### src/rtl/csa_result_accumulator.sv
// Accumulates a run of carry-save adder results into a wrapping total
// with a sticky overflow flag and a valid/ready result hand-off.
module csa_result_accumulator #(
  parameter int IN_W  = 6,
  parameter int ACC_W = 12,
  parameter int CNT_W = 5
) (
  input  logic              clk_i,
  input  logic              rst_ni,
  input  logic              start_i,
  input  logic [CNT_W-1:0]  num_i,
  input  logic [IN_W-2:0]   S_i,
  input  logic              C_i,
  input  logic              valid_i,
  output logic              ready_o,
  output logic [ACC_W-1:0]  acc_o,
  output logic              out_valid_o,
  input  logic              out_ready_i,
  output logic              ovf_o
);

  typedef enum logic [1:0] {
    IDLE,
    ACCUM,
    DONE
  } state_t;

  state_t           state, state_nx;
  logic [ACC_W-1:0] acc;
  logic [CNT_W-1:0] cnt;
  logic [CNT_W-1:0] num_q;
  logic             ovf;

  logic             xfer;
  logic             last;
  logic [CNT_W-1:0] cnt_inc;
  logic [ACC_W:0]   sum;

  assign xfer    = (state == ACCUM) && valid_i;
  assign cnt_inc = cnt + 1'b1;
  assign last    = (cnt_inc == num_q);

  // One extra bit on top catches the wrap past 2^ACC_W.
  assign sum = {1'b0, acc} +
               {{(ACC_W + 1 - IN_W){1'b0}}, C_i, S_i};

  always_ff @(posedge clk_i or negedge rst_ni) begin
    if (!rst_ni) begin
      state <= IDLE;
    end else begin
      state <= state_nx;
    end
  end

  always_comb begin
    state_nx = state;
    unique case (state)
      IDLE: begin
        if (start_i) begin
          state_nx = (num_i != '0) ? ACCUM : DONE;
        end
      end
      ACCUM: begin
        if (xfer && last) begin
          state_nx = DONE;
        end
      end
      DONE: begin
        if (out_ready_i) begin
          state_nx = IDLE;
        end
      end
      default: state_nx = IDLE;
    endcase
  end

  always_ff @(posedge clk_i or negedge rst_ni) begin
    if (!rst_ni) begin
      acc   <= '0;
      cnt   <= '0;
      num_q <= '0;
      ovf   <= 1'b0;
    end else if (state == IDLE) begin
      if (start_i) begin
        acc   <= '0;
        cnt   <= '0;
        num_q <= num_i;
        ovf   <= 1'b0;
      end
    end else if (xfer) begin
      acc <= sum[ACC_W-1:0];
      cnt <= cnt_inc;
      if (sum[ACC_W]) begin
        ovf <= 1'b1;
      end
    end
  end

  assign ready_o     = (state == ACCUM);
  assign out_valid_o = (state == DONE);
  assign acc_o       = acc;
  assign ovf_o       = ovf;

endmodule

### config.mk
export PLATFORM = sky130hd
export DESIGN_NAME = csa_result_accumulator
export DESIGN_NICKNAME = d
export VERILOG_FILES = /design/src/rtl/csa_result_accumulator.sv
export SDC_FILE = /design/constraint.sdc
export NUM_CORES = 1
export LEC_CHECK = 0
export CORE_UTILIZATION = 50
export DETAILED_ROUTE_END_ITERATION = 12
export GPL_TIMING_DRIVEN = 0
export PLACE_DENSITY = 0.82
export REMOVE_ABC_BUFFERS = 1
export SLEW_MARGIN = 20
export SYNTH_ARGS = -nofsm -noshare
export SYNTH_HDL_FRONTEND = slang
export SYNTH_SLANG_ARGS = --single-unit
### constraint.sdc
create_clock -name clk_i -period 2.3 [get_ports clk_i]
set_clock_uncertainty 0.1 [all_clocks]
set_input_delay 0.345 -clock clk_i [delete_from_list [all_inputs] [get_ports clk_i]]
set_output_delay 0.345 -clock clk_i [all_outputs]
set_load 0.01 [all_outputs]
# After elaboration in Yosys (flattened, before gate mapping)
# Index checks and enable logic that the tools add are counted.
dict set report totals {
  ff_bits 25
  latchBits 0
  ram_bits 0
  rom_bits 0
  inputBits 16
  out_inout_bits 15
  elab_cells 38
  n_memories 0
}
dict set report classes {
  n_addsub 2
  n_mul 0
  div 0
  n_lt_le_gt_ge 0
  eq_ne 6
  shift 0
  mux 15
  bitwise_logic 0
  n_reduce_logical 10
}
# cell count
set ops {}
lappend ops {{two-way mux 12 bit} 3}
lappend ops {{two-way mux 5 bit} 3}
lappend ops {{adder 12 x 6 -> 13 bit} 1}
lappend ops {{two-way mux 2 bit} 4}
lappend ops {{one-hot mux 2 bit (3 select lines)} 1}
lappend ops {{AND reduction 3 bit} 2}
lappend ops {{adder 5 x 1 -> 5 bit (second input constant)} 1}
lappend ops {{equality test 5 bit} 1}
lappend ops {{nonzero test 5 bit} 1}
lappend ops {{two-way mux 1 bit} 4}
lappend ops {{inequality test 2 x 1 -> 1 bit (second input constant)} 2}
lappend ops {{AND reduction 2 bit} 2}
lappend ops {{nonzero test 2 bit} 2}
lappend ops {{equality test 2 x 1 -> 1 bit (second input constant)} 1}
lappend ops {{equality test 2 bit (second input constant)} 1}
lappend ops {{logical AND 1 bit} 2}
lappend ops {{zero test 2 bit} 1}
lappend ops {{inequality test 2 bit (second input constant)} 1}

# Depth between registers and ports, before layout
# Gate-level depths: netlist of run 1.
dict set report depth {
  word_depth 5
  mapped_depth 7
  mapped_depth_nobuf 6
}

# Least setup slack after synthesis of run 1
# No wires, ideal clock.
dict set report synth_timing {
  kind {flip-flop to flip-flop}
  start {reg acc[0], in the netlist acc_o[0]}
  end {reg acc[10], in the netlist acc_o[10]}
  setup_ns 0.136
  arrival_ns 1.725
  required_time_ns 2.064
  setup_slack_ns 0.339
  stages_incl_launch_ff 7
  path_buffers 0
  cell_sequence {dfrtp_1 ha_1 fa_1 a21o_1 a31oi_1 or4_1 a21oi_1}
}
dict set report synth_between {
  elab_chain_len 3
}
# element line_no
set synth_rtl {}
lappend synth_rtl {{start, declared} 29} ;# logic [ACC_W-1:0] acc;
lappend synth_rtl {{start signal, assigned} 91} ;# acc <= sum[ACC_W-1:0];
lappend synth_rtl {{adder 12 x 6 -> 13 bit} 44} ;# assign sum = {1'b0, acc} +
lappend synth_rtl {{two-way mux 12 bit} 90} ;# end else if (xfer) begin
lappend synth_rtl {{two-way mux 12 bit} 83} ;# end else if (state == IDLE) begin
# Every way passes these cells. The select of a mux whose other input is x is not followed.
# A chain may end at the register's enable or synchronous reset.

# Final worst setup path of run 1
dict set report layout_timing {
  start {reg state[1]}
  end {reg acc[11], in the netlist acc_o[11]}
}
dict set report layout_between {
  elab_chain_len 4
  word_cells_on_any_way 7
}
# element line_no
set layout_rtl {}
lappend layout_rtl {{start, declared} 28} ;# state_t state, state_nx;
lappend layout_rtl {{start signal, assigned} 51} ;# state <= state_nx;
lappend layout_rtl {{equality test 2 x 1 -> 1 bit} 39} ;# assign xfer = (state == ACCUM) && valid_i;
lappend layout_rtl {{logical AND 1 bit} 39}
lappend layout_rtl {{nonzero test 2 bit (no line)} n/a}
lappend layout_rtl {{AND reduction 2 bit (no line)} n/a}
# Several ways; a longest one is shown, not always the timed one.

==> summary.md, run 1 <==
| Metric | Value |
|---|---|
| Outcome | complete, no violations |
| Worst-Margin Slew | slightly above 0.7 ns |
| Post-synthesis sequential area ratio | 0.421 |
| Worst path required time | approximately 2.5 ns |
| Worst VDD drop | approximately 730 uV |
| Hold Vio Cnt, Final | 0 |
| Main combinational cell family by area after synthesis | compound AO/OA/AOI/OAI gates |
| Post-synth top cells | nand2_1, dfrtp_1, a21oi_1, o21ai_0, o31ai_1 |
| Clk root buf | clkbuf_4 |
| Worst min path class | primary input to async pin |
| Hold WS | about 0.43 ns |
| Initial antenna violation count | 0 |
| Setup Viol. Count Final | 0 |
| Core Area | 2780 um2 |
| Worst Path Arrival | around 2.3 ns |
| DR iter-0 viols | 45 |
| Inserted Diodes | 0 |
| P per Cell Area | between 1000 and 1500 nW/um2 |
| Top_reg_cell synth | dfrtp_1 |
| Maximum clock path buffer count | 2 |
| Most used routing layer | met2 |
| Worst setup margin | 0.195 ns |
| Largest net degree at the start of global routing | 26 |
| Post-synthesis adder-cell area fraction | 0.0723 |
| Final ANT Viol Nets | 0 |
| Slew Viols, Final | 0 |
| Xor/xnor cell area share of the yosys netlist | 0.0942 |
| GRT overflow | 0 |
| First-pass GRT wire length | between 5000 and 6000 um |
| Final Wtd Congestion | slightly above 0.8 |
| Num rows | 19 |
| Critical path class | flop to flop |
| Remaining DRCs | 0 |
| Compound-gate portion of the synthesized area | 0.205 |
| Clk_lat worst skew | about 0.32 ns |
| Synth Cell Area | 1490 um2 |
| Worst reg-to-reg path cell count | 4 |
| Die Ht | roughly 57 um |
| Num CTS Buffers | 3 |
| Setup TNS Final | 0 ns |
| WL per Instance | around 15 um |
| First-pass DRT Iterations | 4 |
| Die ar. | between 3000 and 4000 um2 |
| Post-synth EDFFs | 0 |
| Die Span X | between 50 and 60 um |
| Async SR Flop Fraction | 1.00 |
| GRT met3 Usage | 0.0415 |
| Total Nets Final | slightly above 200 |
| Dominant cell by count in the synthesized netlist | nand2_1 |
| Max cap viols | 0 |
| Vias after detailed routing | 1282 |
| RSZ-0062 raised after global routing | false |
| Routed wire length | about 3300 um |
| CP Launch Type | flop |
| Total number of H-tree levels | 1 |
| Syn avg cell area | just under 10 um2 |
| Synth area leaders | dfrtp_1, nand2_1, ha_1 |
| Initial Utilization | 0.535 |
| Max FO, Critical Path | 12 |
| PortBufs | 30 |
| Overall routing resource usage | 0.226 |
| Area delta synth->final | 23.7% |
| Clock transition at path regs | 0.13 ns |
| Pre-CTS setup slack | -0.560 ns |
| Flop and latch count out of synthesis | 25 |
| Placed Area | roughly 1800 um2 |
| Final instance area | between 1500 and 2000 um2 |
| HPWL Detailed | 2470 um |
| Slew Limit Headroom | 0.515 |
| Crit. End Element | flop |
| Synth Area in Simple Gates | 0.170 |
| Fmax | 0.475 GHz |
| Io pins | 31 |
| GR Util met2 | 0.373 |
| Vias per cell | around 6.0 |
| Layout cell share with drive strength beyond 1 | 0.0495 |
| GR Util met1 | 0.287 |
| Post-synth top area cell | dfrtp_1 |
| Crit share post-route | 0.915 |
| Minimum clock period | 2.10 ns |
| Mux cell area share after synthesis | 0 |
| Yosys warns | 0 |
| Fin util | 0.662 |
| TritonCTS clock tree | done |
| Pleak | around 0.85 nW |
| Post-synth cell types | 35 |
| Vias in the first global route | between 1k and 1.5k |
| Clock Sinks | 25 |
| Synth top area share | 0.421 |
| Syn Inst Count | 151 |
## path summary, 6_finish.rpt
path	from	end	slack, ns
hold / removal	rst_ni	cnt[2]$_DFFE_PN0P_	0.43
min in group clk_i	ovf_o$_DFFE_PN0P_	ovf_o$_DFFE_PN0P_	0.43
setup reg to reg	state[1]$_DFFE_PN0P_	acc_o[11]$_DFFE_PN0P_	0.20
max in group asynchronous	rst_ni	ovf_o$_DFFE_PN0P_	1.30
setup / recovery	state[1]$_DFFE_PN0P_	acc_o[11]$_DFFE_PN0P_	0.20
hold reg to reg	ovf_o$_DFFE_PN0P_	ovf_o$_DFFE_PN0P_	0.43
## registers in the layout, summed over array words and instances, names as in the netlist
register,count
state,2
cnt,5
acc_o,12
ovf_o,1
num_q,5
## cell usage in the layout, fill, tap and decap left out, types with 3 or more instances in the layout
| master | n |
|---|---|
| clkdlybuf4s50_1 | 29 |
| nand2_1 | 26 |
| dfrtp_1 | 25 |
| a21oi_1 | 14 |
| o31ai_1 | 8 |
| o21ai_0 | 8 |
| ha_1 | 7 |
| or4_1 | 6 |
| inv_1 | 5 |
| nor2_1 | 5 |
| xnor2_1 | 5 |
| a22o_1 | 4 |
| xor2_1 | 3 |
| a21o_1 | 3 |
| a211o_1 | 3 |
| nor3_1 | 3 |
| clkbuf_4 | 3 |
## timing repair
action	4_1_cts	5_1_grt
buffers inserted	1	0
gates cloned	0	0
gates resized for setup	1	1
hold buffers	1	0
endpoints found under the setup margin	6	3
hold endpoints to repair	25	0
## kinds of logic after synthesis
family | count (synthesis)
compound gates | 46
xor+xnor | 11
fa+ha+maj | 8
buf+inv | 10
flops | 25
simple gates | 51
## critical path, stage by stage, from the launching register on
cell     delay [ns]
dfrtp_1        0.50
and3b_1        0.50
o22ai_2        0.24
or4_1          0.54
a21oi_1        0.16
## stage by stage
stage	instances	power, mW
after detailed placement	207	1.90
final	213	2.12
after global placement	207	1.83
after floorplan	146	1.51
after global routing	213	2.29
after CTS	213	2.11
## power by group
part           leakage [nW]  internal, mW  total, mW  switching [mW]
combinational         0.506         0.583       1.14           0.558
clock                0.0150        0.0679      0.198           0.130
sequential            0.324         0.600      0.777           0.177
total                 0.845          1.25       2.12           0.865
## cell type report
type / count / area [um2]
fill: 238 / 941
multi-input combinational: 116 / 818
sequential: 25 / 626
timing repair buffer: 32 / 313
tap: 31 / 38.8
clock buffer: 4 / 26.3
inverter: 5 / 18.8
## layer usage
layer,part of all wire,vias up
met5,0,-
met4,0.014,0
met3,0.059,6
met2,0.51,41
met1,0.42,621
li1,-,614
No activity file was read; power rests on OpenSTA's default activity.
==> run 2, diff against run 1 <==
--- a/config.mk
+++ b/config.mk
@@ -5,10 +5,10 @@
 export SDC_FILE = /design/constraint.sdc
 export NUM_CORES = 1
 export LEC_CHECK = 0
-export CORE_UTILIZATION = 50
+export CORE_UTILIZATION = 54
 export DETAILED_ROUTE_END_ITERATION = 12
 export GPL_TIMING_DRIVEN = 0
-export PLACE_DENSITY = 0.82
+export PLACE_DENSITY = 0.88
 export REMOVE_ABC_BUFFERS = 1
 export SLEW_MARGIN = 20
 export SYNTH_ARGS = -nofsm -noshare
==> constraint.sdc (replaced) <==
create_clock -name clk_i -period 2.6 [get_ports clk_i]
set_clock_uncertainty 0.1 [all_clocks]
set_input_delay 0.39 -clock clk_i [delete_from_list [all_inputs] [get_ports clk_i]]
set_output_delay 0.39 -clock clk_i [all_outputs]
set_load 0.01 [all_outputs]
==> run 2 against run 1 <==
- critical path depth is 1 higher
- highest routed layer unchanged
- combinational power is 14% lower
- largest power group unchanged
- worst hold slack worse by 0.0069 ns
- utilization is 5.7 points higher
- cell area is 0.61% lower
- sequential share of layout area is 0.21 points higher
- routed wire length is 6.4% lower
- power is 12% lower
- first-iteration DRC count is 27% lower
- worst setup slack better by 0.14 ns
==> summary.md, run 2 (synthesis results as in run 1) <==
| Metric | Value |
|---|---|
| Outcome | complete, no violations |
| Worst Path Arrival | 2.44 ns |
| Commonest non-fill, non-tap cell in the layout | clkdlybuf4s50_1 |
| Initial antenna violation count | 0 |
| GRT overflow | 0 |
| Core Area | 2540 um2 |
| Die Span X | ~54 um |
| Vias after detailed routing | about 1.2k |
| Max FO, Critical Path | 13 |
| P per Cell Area | 1020 nW/um2 |
| WL per Instance | ~15 um |
| Clock transition at path regs | 0.15 ns |
| Most frequent cells in the layout | clkdlybuf4s50_1, nand2_1, dfrtp_1 |
| PortBufs | 30 |
| Final ANT Viol Nets | 0 |
| Hold Vio Cnt, Final | 0 |
| RSZ-0062 raised after global routing | false |
| Setup Viol. Count Final | 0 |
| Worst VDD drop | ~660 uV |
| Die Ht | between 50 and 60 um |
| Worst min path class | flop to flop |
| Routed wire length | a little over 3000 um |
| Num CTS Buffers | 3 |
| Max reg flops | 12 |
| Post-CTS Setup Inserts | 0 |
| Maximum clock path buffer count | 2 |
| Layout cell share with drive strength beyond 1 | 0.0442 |
| # fillers | between 150 and 200 |
| Io pins | 31 |
| DR iter-0 viols | 33 |
| Critical path class | primary input to flop |
| Worst path required time | approximately 2.8 ns |
| Total chip power | 1.86 mW |
| Die ar. | 2970 um2 |
| Vias in the first global route | around 1.1k |
| Overall routing resource usage | 0.233 |
| Remaining DRCs | 0 |
| HPWL Detailed | 2260 um |
| Total Nets Final | 206 |
| Slew Viols, Final | 0 |
| Non-Filler Instances | ~210 |
| Fin util | 0.719 |
| TritonCTS clock tree | done |
| Area delta synth->final | 23.0% |
| Final Wtd Congestion | ~0.88 |
| Crit. End Element | flop |
| First-pass DRT Iterations | 4 |
| Clk_lat worst skew | 0.34 ns |
| Pleak | about 0.84 nW |
| Total number of H-tree levels | 1 |
| CP Launch Type | primary input |
| Inserted Diodes | 0 |
| Clock Sinks | 25 |
| Worst-Margin Slew | 0.687 ns |
| Fmax | roughly 0.44 GHz |
| First-pass GRT wire length | approximately 4900 um |
| Num rows | 18 |
| Placed instance count | between 200 and 250 |
| Crit share post-route | 0.873 |
| Vias per cell | 5.91 |
| Largest net degree at the start of global routing | 26 |
| Max cap viols | 0 |
| Slew Limit Headroom | 0.540 |
| Clk root buf | clkbuf_4 |
| Minimum clock period | approximately 2.3 ns |
| Initial Utilization | 0.585 |
-- run 2: changes by cell type in the layout (fill, tap and decap cells not counted) --
cell / change
a31oi_1: +1
a31oi_2: -1
buf_4: -1
clkbuf_1: -1
clkinvlp_4: +1
-- run 2: where the power goes --
part           leakage (nW)  switching [mW]  total [mW]  internal (mW)
logic                 0.500           0.470       0.976          0.506
registers             0.324           0.160       0.690          0.531
clock network        0.0139           0.131       0.190         0.0590
total                 0.838           0.761        1.86           1.10
-- run 2: repair_timing --
action | in CTS | in global routing
hold endpoints to repair | 0 | 25
hold buffers | 0 | 1
setup endpoints to repair | 0 | 3
gates resized for setup | 0 | 1
-- run 2: per-stage QoR --
stage | hold slack (ns) | setup slack [ns] | area [um2] | TNS (ns)
4_1_cts | 0.426 | 0.123 | 1820 | 0
3_5_place_dp | 0.393 | -0.219 | 1790 | -0.960
2_1_floorplan | -0.00559 | 0.539 | 1450 | 0
3_3_place_gp | 0.382 | -0.170 | 1790 | -0.612
5_1_grt | 0.451 | 0.158 | 1830 | 0
6_report | 0.421 | 0.331 | 1830 | 0
-- run 2: critical path: stages --
cell             delay (ns)
clkdlybuf4s50_1        0.52
nor3b_4                0.52
o22ai_2                0.30
or4_1                  0.56
a21oi_1                0.15
-- run 2: layer usage --
metal	GRT usage	part of all wire	wire (um)	vias up
li1	-	-	-	612
met1	0.319	0.46	1410	593
met2	0.366	0.47	1450	36
met3	0.0389	0.050	154	6
met4	0.0897	0.017	52	0
met5	0	0	0	-
-- run 2: cell type report --
cell class              instances  area, um2  share of cell area
multi-input cells             116        812               0.444
flip-flops and latches         25        626               0.342
repair buffers                 31        305               0.167
well taps                      30       37.5              0.0205
clock buffers                   3       22.5              0.0123
inverters                       5       18.8              0.0103
clock inverters                 1       7.51             0.00410
-- run 2: final timing paths --
kind                                 startpoint               endpoint  slack [ns]  depth (start not counted)
max                                     start_i  acc_o[11]$_DFFE_PN0P_        0.33                          5
max in group asynchronous                rst_ni      ovf_o$_DFFE_PN0P_        1.58                          2
max reg2reg                state[1]$_DFFE_PN0P_  acc_o[11]$_DFFE_PN0P_        0.38                          4
min reg2reg                   ovf_o$_DFFE_PN0P_      ovf_o$_DFFE_PN0P_        0.42                          2
min                           ovf_o$_DFFE_PN0P_      ovf_o$_DFFE_PN0P_        0.42                          2
min in group asynchronous                rst_ni     cnt[4]$_DFFE_PN0P_        0.45                          2
==> run 3, diff against run 2 <==
--- a/config.mk
+++ b/config.mk
@@ -5,9 +5,9 @@
 export SDC_FILE = /design/constraint.sdc
 export NUM_CORES = 1
 export LEC_CHECK = 0
+export ABC_CLOCK_PERIOD_IN_PS = 2600
 export CORE_UTILIZATION = 54
 export DETAILED_ROUTE_END_ITERATION = 12
-export GPL_TIMING_DRIVEN = 0
 export PLACE_DENSITY = 0.88
 export REMOVE_ABC_BUFFERS = 1
 export SLEW_MARGIN = 20
==> run 3 against run 2 <==
- cell count rose by 0.95%
- cell area rose by 0.41%
- critical path type unchanged
- critical path depth rose by 2
- utilization rose by 0.30 points
- power rose by 0.25%
- fmax rose by 2.9%
- non-clock buffer count rose by 2
==> summary.md, run 3 (synthesis results as in run 1) <==
| Metric | Value |
|---|---|
| Critical Path, Cell by Cell | clkdlybuf4s50_1 -> ha_1 -> fa_1 -> a21o_1 -> a31oi_1 -> o21ai_0 -> a21oi_1 |
| Max cap viols | 0 |
| Hold Vio Cnt, Final | 0 |
| Final instance area | between 1500 and 2000 um2 |
| Area delta synth->final | 23.5% |
| PortBufs | 30 |
| Clk root buf | clkbuf_4 |
| Hold WS | between 0.2 and 0.3 ns |
| Fmax | about 0.45 GHz |
| Crit. End Element | flop |
| Worst path required time | between 2 and 3 ns |
| P per Cell Area | a little over 1000 nW/um2 |
| Vias in the first global route | between 1k and 1.5k |
| Clock Sinks | 25 |
| Pleak | between 0.8 and 0.9 nW |
| Critical path class | primary input to flop |
| Maximum clock path buffer count | 2 |
| Core Area | approximately 2500 um2 |
| Num rows | 18 |
| Total number of H-tree levels | 1 |
| Post_cts resized | 0 |
| Num CTS Buffers | 3 |
| RSZ-0062 raised after global routing | false |
| Worst Path Arrival | approximately 2.4 ns |
| Worst min path class | primary input to async pin |
| Buf+Inv Stages, Crit Path | 1 |
| Largest net degree at the start of global routing | 26 |
| Slowest stage cell, crit path | fa_1 |
| Clock transition at path regs | 0.15 ns |
| Fin util | 0.722 |
| GRT overflow | 0 |
| Setup TNS Final | 0 ns |
| Worst VDD drop | 667 uV |
| TritonCTS clock tree | done |
| Overall routing resource usage | 0.255 |
| Io pins | 31 |
| Max reg flops | 12 |
| Crit share post-route | 0.848 |
| Switch Pwr | 755 uW |
| WL per Instance | roughly 15 um |
| Die ar. | slightly below 3000 um2 |
| Slew Limit Headroom | 0.514 |
| Minimum clock period | between 2 and 2.5 ns |
| Slew Viols, Final | 0 |
| Total Nets Final | roughly 210 |
| Seq pwr share | 0.372 |
| First-pass GRT wire length | 5360 um |
| Max FO, Critical Path | 6 |
| Outcome | complete, no violations |
| Most frequent cells in the layout | clkdlybuf4s50_1, nand2_1, dfrtp_1 |
| Top delay family on crit path | compound AO/OA/AOI/OAI gates |
| Remaining DRCs | 0 |
| Final ANT Viol Nets | 0 |
| Initial Utilization | 0.585 |
| Setup Viol. Count Final | 0 |
| Final Wtd Congestion | around 0.92 |
| Non-Filler Instances | about 210 |
| Vias after detailed routing | 1289 |
| Initial antenna violation count | 0 |
| Internal power | around 1.1 mW |
| CTS Hold Bufs | 0 |
| Die Ht | between 50 and 60 um |
| Sw frac | 0.406 |
| Logic pwr share | 0.530 |
| HPWL Detailed | 2410 um |
| Vias per cell | 6.05 |
| Inserted Diodes | 0 |
| Clk_lat worst skew | around 0.33 ns |
| Die Span X | 54.5 um |
| Placed instance count | between 200 and 250 |
| Layout cell share with drive strength beyond 1 | 0.0492 |
| Placed Area | between 1500 and 2000 um2 |
| Worst-Margin Slew | between 0.7 and 0.8 ns |
| DR iter-0 viols | 36 |
| CP peak stage delay | around 0.44 ns |
| Post-CTS Setup Inserts | 0 |
| CP Launch Type | primary input |
| First-pass DRT Iterations | 4 |
| Clock power share | 0.098 |
| Commonest non-fill, non-tap cell in the layout | clkdlybuf4s50_1 |
| Routed wire length | about 3200 um |
## run 3: path summary, 6_finish.rpt
kind / startpoint / to / slack [ns] / cells after the start
worst min-delay path: rst_ni / acc_o[1]$_DFFE_PN0P_ / 0.29 / 2
min in group clk_i: num_q[1]$_DFFE_PN0P_ / num_q[1]$_DFFE_PN0P_ / 0.43 / 2
worst max-delay path: S_i[0] / acc_o[6]$_DFFE_PN0P_ / 0.40 / 7
worst max register to register: acc_o[0]$_DFFE_PN0P_ / acc_o[6]$_DFFE_PN0P_ / 0.45 / 6
worst min register to register: num_q[1]$_DFFE_PN0P_ / num_q[1]$_DFFE_PN0P_ / 0.43 / 2
max in group asynchronous: rst_ni / cnt[4]$_DFFE_PN0P_ / 1.84 / 2
## run 3: stage by stage
stage | total power, mW | setup WS [ns]
floorplan | 1.33 | 0.539
global route | 2.02 | 0.240
finish | 1.86 | 0.396
global placement | 1.63 | 0.166
detailed placement | 1.68 | 0.0477
CTS | 1.86 | 0.394
## run 3: power by group through the flow
| stage | clock network [mW] | registers [mW] | logic [mW] |
|---|---|---|---|
| 4_1_cts | 0.185 | 0.689 | 0.987 |
| 5_1_grt | 0.195 | 0.717 | 1.11 |
| 3_3_place_gp | 0 | 0.684 | 0.947 |
| 2_1_floorplan | 0 | 0.685 | 0.648 |
| 3_5_place_dp | 0 | 0.697 | 0.983 |
| 6_report | 0.183 | 0.692 | 0.987 |
## run 3: cell type report
cell class | count | area [um2]
well taps | 30 | 37.5
clock buffers | 4 | 26.3
repair buffers | 33 | 323
flip-flops and latches | 25 | 626
fillers | 178 | 708
inverters | 5 | 18.8
multi-input cells | 116 | 806
## run 3: layer usage
metal	part of all wire	up-vias	GRT usage
li1	-	617	-
met4	0.0084	0	0.0940
met5	0	-	0
met3	0.056	4	0.0389
met1	0.45	621	0.343
met2	0.48	47	0.415
